$ cat config.mk
export PLATFORM = sky130hd
export DESIGN_NAME = key_conditioner_flat
export DESIGN_NICKNAME = d
export VERILOG_FILES = /design/src/rtl/key_conditioner_if.sv /design/src/rtl/key_conditioner.sv /design/src/flat_wrapper.sv
export SDC_FILE = /design/constraint.sdc
export NUM_CORES = 1
export LEC_CHECK = 0
export ABC_AREA = 1
export CAP_MARGIN = 20
export CORE_MARGIN = 4
export CORE_UTILIZATION = 25
export CTS_BUF_LIST = sky130_fd_sc_hd__clkbuf_4
export CTS_CLUSTER_SIZE = 30
export DETAILED_ROUTE_END_ITERATION = 8
export SYNTH_ARGS = -nofsm -noshare
export SYNTH_HDL_FRONTEND = slang
export SYNTH_SLANG_ARGS = --single-unit
$ cat constraint.sdc
create_clock -name CLOCK_50 -period 3.67 [get_ports CLOCK_50]
set_input_delay 0.5505 -clock CLOCK_50 [delete_from_list [all_inputs] [get_ports CLOCK_50]]
set_output_delay 0.5505 -clock CLOCK_50 [all_outputs]
set_load 0.01 [all_outputs]
$ cat src/rtl/key_conditioner_if.sv
// rtl/key_conditioner_if.sv - raw key pins in, conditioned key levels and strobes out
interface key_conditioner_if #(
  parameter int N_CH = 4
);
  logic [N_CH-1:0] key_in;
  logic [N_CH-1:0] held;
  logic [N_CH-1:0] press;
  logic [N_CH-1:0] release_pulse;
  logic [N_CH-1:0] fire;

  // master: the board pin side that drives key_in and consumes the events
  modport master (output key_in, input held, press, release_pulse, fire);
  // slave: the conditioner itself
  modport slave (input key_in, output held, press, release_pulse, fire);
endinterface

$ cat src/rtl/key_conditioner.sv
// rtl/key_conditioner.sv - per-channel key synchroniser, debouncer, edge pulses; auto-repeat under KEY_AUTOREPEAT_EN
module key_conditioner #(
  parameter int N_CH       = 4,
  parameter int DEB_CYCLES = 500000,
  parameter int DAS_CYCLES = 8333333,
  parameter int ARR_CYCLES = 2500000,
  parameter int ACTIVE_LOW = 1
) (
  input  logic             CLOCK_50,
  input  logic             reset,
  key_conditioner_if.slave kif
);

  localparam int DEB_W = $clog2(DEB_CYCLES + 1);
  // The counter holds the mismatch run length; the level flips on the edge
  // where a run that has already reached DEB_CYCLES is still mismatching.
  localparam logic [DEB_W-1:0] DEB_LAST = DEB_W'(DEB_CYCLES);
  localparam logic [N_CH-1:0]  REL_LVL  = (ACTIVE_LOW != 0) ? {N_CH{1'b1}} : {N_CH{1'b0}};

  if (DEB_CYCLES < 1 || DAS_CYCLES < 2 || ARR_CYCLES < 1) begin : g_bad_params
    $error("key_conditioner: illegal DEB/DAS/ARR cycle parameters");
  end

  logic [N_CH-1:0]  sync1_q, sync1_d;
  logic [N_CH-1:0]  sync2_q, sync2_d;
  logic [N_CH-1:0]  held_q, held_d;
  logic [N_CH-1:0]  press_q, press_d;
  logic [N_CH-1:0]  release_q, release_d;
  logic [N_CH-1:0]  p;
  logic [DEB_W-1:0] deb_cnt_q [N_CH];
  logic [DEB_W-1:0] deb_cnt_d [N_CH];

  // pressed-level view of the synchronised pin, 1 = pressed
  assign p = (ACTIVE_LOW != 0) ? ~sync2_q : sync2_q;

  // synchroniser shift, debounce counters and held-level edge detection
  always_comb begin
    sync1_d = kif.key_in;
    sync2_d = sync1_q;
    held_d  = held_q;
    for (int i = 0; i < N_CH; i++) begin
      deb_cnt_d[i] = deb_cnt_q[i];
      if (p[i] == held_q[i]) begin
        deb_cnt_d[i] = '0;
      end else if (deb_cnt_q[i] == DEB_LAST) begin
        held_d[i]    = ~held_q[i];
        deb_cnt_d[i] = '0;
      end else begin
        deb_cnt_d[i] = deb_cnt_q[i] + DEB_W'(1);
      end
    end
    press_d   = held_d & ~held_q;
    release_d = ~held_d & held_q;
  end

  // input path and debounce state; sync flops reset to the released pin level
  always_ff @(posedge CLOCK_50) begin
    if (reset) begin
      sync1_q   <= REL_LVL;
      sync2_q   <= REL_LVL;
      held_q    <= '0;
      press_q   <= '0;
      release_q <= '0;
      for (int i = 0; i < N_CH; i++) deb_cnt_q[i] <= '0;
    end else begin
      sync1_q   <= sync1_d;
      sync2_q   <= sync2_d;
      held_q    <= held_d;
      press_q   <= press_d;
      release_q <= release_d;
      for (int i = 0; i < N_CH; i++) deb_cnt_q[i] <= deb_cnt_d[i];
    end
  end

  assign kif.held          = held_q;
  assign kif.press         = press_q;
  assign kif.release_pulse = release_q;

`ifdef KEY_AUTOREPEAT_EN
  localparam int REP_MAX = (DAS_CYCLES > ARR_CYCLES) ? DAS_CYCLES : ARR_CYCLES;
  localparam int REP_W   = $clog2(REP_MAX + 1);
  localparam logic [REP_W-1:0] DAS_LAST = REP_W'(DAS_CYCLES - 1);
  localparam logic [REP_W-1:0] ARR_LAST = REP_W'(ARR_CYCLES - 1);

  typedef enum logic [1:0] {
    ST_IDLE   = 2'd0,
    ST_DELAY  = 2'd1,
    ST_REPEAT = 2'd2
  } rep_state_e;

  rep_state_e       st_q [N_CH];
  rep_state_e       st_d [N_CH];
  logic [REP_W-1:0] rep_cnt_q [N_CH];
  logic [REP_W-1:0] rep_cnt_d [N_CH];
  logic [N_CH-1:0]  rep_pulse;

  // repeat FSM state and counter registers
  always_ff @(posedge CLOCK_50) begin
    for (int i = 0; i < N_CH; i++) begin
      if (reset) begin
        st_q[i]      <= ST_IDLE;
        rep_cnt_q[i] <= '0;
      end else begin
        st_q[i]      <= st_d[i];
        rep_cnt_q[i] <= rep_cnt_d[i];
      end
    end
  end

  // next state: release wins; counter clears on every state change and repeat pulse
  always_comb begin
    for (int i = 0; i < N_CH; i++) begin
      st_d[i]      = st_q[i];
      rep_cnt_d[i] = rep_cnt_q[i];
      case (st_q[i])
        ST_IDLE: begin
          if (press_q[i]) begin
            st_d[i]      = ST_DELAY;
            rep_cnt_d[i] = '0;
          end
        end
        ST_DELAY: begin
          if (release_q[i]) begin
            st_d[i]      = ST_IDLE;
            rep_cnt_d[i] = '0;
          end else if (rep_cnt_q[i] == DAS_LAST) begin
            st_d[i]      = ST_REPEAT;
            rep_cnt_d[i] = '0;
          end else begin
            rep_cnt_d[i] = rep_cnt_q[i] + REP_W'(1);
          end
        end
        ST_REPEAT: begin
          if (release_q[i]) begin
            st_d[i]      = ST_IDLE;
            rep_cnt_d[i] = '0;
          end else if (rep_cnt_q[i] == ARR_LAST) begin
            rep_cnt_d[i] = '0;
          end else begin
            rep_cnt_d[i] = rep_cnt_q[i] + REP_W'(1);
          end
        end
        default: begin
          st_d[i]      = ST_IDLE;
          rep_cnt_d[i] = '0;
        end
      endcase
    end
  end

  // repeat pulse on the terminal count, suppressed in the release cycle
  always_comb begin
    rep_pulse = '0;
    for (int i = 0; i < N_CH; i++) begin
      rep_pulse[i] = !release_q[i] &&
                     (((st_q[i] == ST_DELAY)  && (rep_cnt_q[i] == DAS_LAST)) ||
                      ((st_q[i] == ST_REPEAT) && (rep_cnt_q[i] == ARR_LAST)));
    end
  end

  assign kif.fire = press_q | rep_pulse;
`else
  assign kif.fire = press_q;
`endif

endmodule

$ cat src/flat_wrapper.sv
// flat-port wrapper written by rule: the top's interface ports become plain ports
module key_conditioner_flat 
#(
  parameter int N_CH       = 4,
  parameter int DEB_CYCLES = 500000,
  parameter int DAS_CYCLES = 8333333,
  parameter int ARR_CYCLES = 2500000,
  parameter int ACTIVE_LOW = 1
)
  (CLOCK_50, reset, kif_key_in, kif_held, kif_press, kif_release_pulse, kif_fire);
  key_conditioner_if #(.N_CH(N_CH)) kif_i ();
  input  logic CLOCK_50;
  input  logic reset;
  input wire logic [$bits(kif_i.key_in)-1:0] kif_key_in;
  output wire logic [$bits(kif_i.held)-1:0] kif_held;
  output wire logic [$bits(kif_i.press)-1:0] kif_press;
  output wire logic [$bits(kif_i.release_pulse)-1:0] kif_release_pulse;
  output wire logic [$bits(kif_i.fire)-1:0] kif_fire;
  assign kif_i.key_in = kif_key_in;
  assign kif_held = kif_i.held;
  assign kif_press = kif_i.press;
  assign kif_release_pulse = kif_i.release_pulse;
  assign kif_fire = kif_i.fire;
  key_conditioner #(.N_CH(N_CH), .DEB_CYCLES(DEB_CYCLES), .DAS_CYCLES(DAS_CYCLES), .ARR_CYCLES(ARR_CYCLES), .ACTIVE_LOW(ACTIVE_LOW)) u_core (.CLOCK_50(CLOCK_50), .reset(reset), .kif(kif_i));
endmodule
Yosys cells after proc, flatten, opt, wreduce, memory -nomap -nowiden
Memories as Yosys holds them, arrays and structs flattened.
Index checks and enable logic that the tools add are counted.
- input bits: 6
- ROM bits: 0
- flip-flop bits (word level): 20
- memories kept: 1
- output and inout port bits: 16
- RAM bits: 76
- bits in latches: 0
- logic and storage cells: 54
- divide/modulo/power cells: 0
- shift-type cells: 0
- multiply operators: 0
- $lt $le $gt $ge: 0
- bitwise logic cells: 13
- $add $sub $neg: 4
- mux-type cells: 23
- reductions and logical operators: 0
- equal/unequal tests: 8
- memories (memory ; words ; bits a word ; read ports ; clocked after memory_dff ; wr ports ; RTL line ; RTL):
    u_core.deb_cnt_q ; 4 ; 19 ; 4 ; 0 ; 4 ; key_conditioner.sv:30 ; logic [DEB_W-1:0] deb_cnt_q [N_CH];
- operator list (operator ; count):
    19-bit two-way mux ; 12
    19-bit by 1-bit adder with 19-bit output (second input constant) ; 4
    19-bit equality test (second input constant) ; 4
    4-bit inverter ; 3
    1-bit two-way mux ; 11
    4-bit bitwise AND ; 2
    1-bit equality test ; 4
    1-bit inverter ; 4
    1-bit OR ; 4

Logic depth before layout (Yosys ltp)
- depth after elaboration: 5
- mapped depth: 10

Worst setup path before layout
OpenSTA, ideal clock, no wires.
- path kind: input to register
- start point: in reset
- end point: mem u_core.deb_cnt_q[0][68] (netlist bit)
- setup slack: 2.313 ns
- cell stages on the path: 7
- arrival time: 1.242 ns
- data required time: 3.556 ns
- buffers on the path: 2
- cell sequence: clkbuf_1 > a21oi_1 > o21ai_0 > inv_1 > nand2_4 > buf_6 > nor2_1
- RTL lines (item ; RTL line ; RTL):
    start: declaration ; flat_wrapper.sv:13 ; input logic reset;
    end: declaration ; key_conditioner.sv:30 ;

Worst setup path in the final report
- start point: reg u_core.held_q[1], in the netlist u_core.kif.held[1]
- end point: out kif_held[1]
- RTL lines (item ; RTL line ; RTL):
    start: declaration ; key_conditioner.sv:26 ; logic [N_CH-1:0] held_q, held_d;
    start signal: assignment ; key_conditioner.sv:68 ; held_q <= held_d;
    end: declaration ; flat_wrapper.sv:15 ; output wire logic [$bits(kif_i.held)-1:0] kif_held;
No word-level cell between the ends.

==> impl_metrics.toml <==
[setup_path]
path_class = "register to output pin"
critical_path.max_stage_delay_ns = 0.58
cp-end-kind = "output pin"
path_cells = "clkdlybuf4s50_1"
start_kind = "register"
r2r_start = "u_core.deb_cnt_q[0][19]"
worstSetupStartpoint = "u_core.kif.held[1]"
cp_max_fo = 5
critPathSlowestCell = "clkdlybuf4s50_1"
cp.arrival_ns = 1.50
cp_num_buf_inv = 1
crit_family = "buffers and inverters"
required_ns = 3.12

[detailed_routing]
drtIter0Drc = 233
vias_per_cell = 4.19
num_vias = 4050
dr.pass1.iters = 4
finalWirelength_mm = 9.78
drt-wirelength-per-cell_um = 10.1
post-route-drc-count = 0
ant_nets = 0

[flow_run]
maxCapViolCount = 0

[sta]
min_period_ns = 2.05
setup_viol = 0
slew_violations = 0
relSlewSlack_pct = 73.6
skew_ns = 0.0113
fmax_mhz = 488
hold_viol_final = 0
tns_ns = 0
tightestPinTransition_ns = 0.395
whs_ns = 0.426
fin_crit_sh_pct = 55.9
rsz0062_at_grt = "false"

[pwr]
p_leak_uw = 0.00173
pwr-share-clk_pct = 30.2
sw_frac_of_total_pct = 23.0
powerDensity_mw_per_mm2 = 292
intPower_uw = 1190
peakVddDrop_uv = 101
p_sw_uw = 355
combPwrFrac_pct = 1.8
p_seq_share_pct = 68.0

[clock_tree]
cts_resized = 0
clk_pin_slew_ns = 0.13
cts_setup_buffers = 0
holdBufCountCts = 0
cts_root_buf = "clkbuf_4"
numClockSinks = 96
cts_tree = "yes"
ctsHtreeMaxLevel = 3
clock_latency_ns = 0.46
cts-buffers-inserted = 9
clockBufferDepth = 2

[floorplan]
start_util_pct = 25.5
die_w_um = 146
dieArea_mm2 = 0.0214
die_h_um = 146
num_rows = 50
ios = 22
coreArea_mm2 = 0.0188

[synth]
yosys_warnings = 0
avgSynthCellArea_um2 = 6.76
ys_seq_area_share_pct = 40.1
synth_nets = 723
syn_inst = 709
syn_area_mm2 = 0.00479
synth_cell_types = 26
ys_ff_latch = 96

[global_routing]
grt_pass1_vias = 3781
grt_pass1_wl_mm = 17.3
grt_overflow_total = 0
grtUsageTotal_pct = 9.69
grt_max_degree = 20
grt_antenna_before_repair = 0

[placed_design]
dp_hpwl_mm = 7.38
port_buffers = 21
place.gp.congestion = 0.823

[cells_and_area]
diodes = 0
syn2layout_area_growth_pct = 10.6
layout.nets = 745
drive_above_1_share_pct = 5.87

[status]
status = "finished, final reports clean"

[worst_hold_path]
min-delay-start = "u_core.sync1_q[1]"
min_path_type = "register to register"
==> cells by family (layout without fill, tap and decap cells) <==
group                    after synthesis  after routing  share of synthesized area, %
adder cells (fa/ha/maj)                8              8                          2.09
flip-flops                            96             96                          40.1
buffers and inverters                109            133                          9.48
AND/OR/NAND/NOR                      415            415                          37.7
AO/OA/AOI/OAI                         56             56                          5.98
XOR/XNOR                              25             25                          4.57
==> cell usage in the layout (no fill, tap or decap), drive strengths merged, types with 2 or more instances in the layout <==
master | Yosys | routed
dfxtp | 96 | 96
nor3 | 11 | 11
o21ai | 18 | 18
nand4 | 22 | 22
inv | 99 | 99
clkbuf | 2 | 10
clkinv | 0 | 3
xor2 | 19 | 19
ha | 8 | 8
nor2 | 155 | 155
nand3 | 41 | 41
nand2 | 169 | 169
or2 | 15 | 15
a21oi | 37 | 37
clkdlybuf4s50 | 0 | 21
xnor2 | 6 | 6
nand3b | 2 | 2
==> metrics by stage <==
stage | total power, uW | instance area, um^2 | utilization (%) | setup WS [ns] | instances
global placement | 1100 | 5210 | 27.8 | 1.38 | 954
CTS | 1580 | 5300 | 28.2 | 1.52 | 967
detailed placement | 1100 | 5210 | 27.8 | 1.32 | 954
floorplan | 1090 | 4790 | - | 2.31 | 709
global route | 1620 | 5300 | 28.2 | 1.49 | 967
finish | 1540 | 5300 | 28.2 | 1.62 | 967
==> area by class of cell <==
class,count,area (um^2)
fill,2034,13500
sequential,96,1920
tap,234,293
clock inverter,3,12.5
clock buffer,10,75.1
timing repair buffer,21,210
multi-input combinational,504,2410
inverter,99,372
==> flip-flops by register name (all words and copies together) (netlist names) <==
name / count
u_core.sync2_q: 4
u_core.kif.held: 4
u_core.kif.fire: 4
u_core.deb_cnt_q: 76
u_core.sync1_q: 4
u_core.kif.release_pulse: 4
==> routing by layer <==
metal  track usage (%)  up-vias  share of wire (%)
met5                 0        -                  0
met3              3.57        4                4.1
met2              15.5       48                 44
li1                  -     2242                  -
met4              2.26        0               0.54
met1              12.5     1756                 51
==> power by group through the flow <==
stage               Combinational [uW]  Sequential, uW  Clock [uW]
global placement                  28.0            1070           0
CTS                               28.4            1050         498
detailed placement                28.3            1070           0
global route                      31.1            1050         533
floorplan                         19.6            1070           0
finish                            27.6            1050         466
==> synthesized netlist by cell type (all sizes together) <==
library cell | count | share of area, %
clkbuf | 2 | 0.16
o21ai | 18 | 1.9
nand4 | 22 | 2.9
or2 | 15 | 2.0
a21oi | 37 | 3.9
nand3 | 41 | 4.5
nor3 | 11 | 1.1
xnor2 | 6 | 1.1
xor2 | 19 | 3.5
o21bai | 1 | 0.16
inv | 99 | 7.8
ha | 8 | 2.1
buf | 8 | 1.6
nor2 | 155 | 13
nand2 | 169 | 14
dfxtp | 96 | 40
nand3b | 2 | 0.31
==> path summary, 6_finish.rpt <==
kind                                                 to  slack [ns]  depth (start not counted)
worst max-delay path                        kif_held[1]        1.62                          1
worst min-delay path                  u_core.sync2_q[1]        0.43                          1
worst max register to register  u_core.deb_cnt_q[0][37]        2.09                          8
worst min register to register        u_core.sync2_q[1]        0.43                          1
Note: power is estimated with default switching activity, not from simulation.
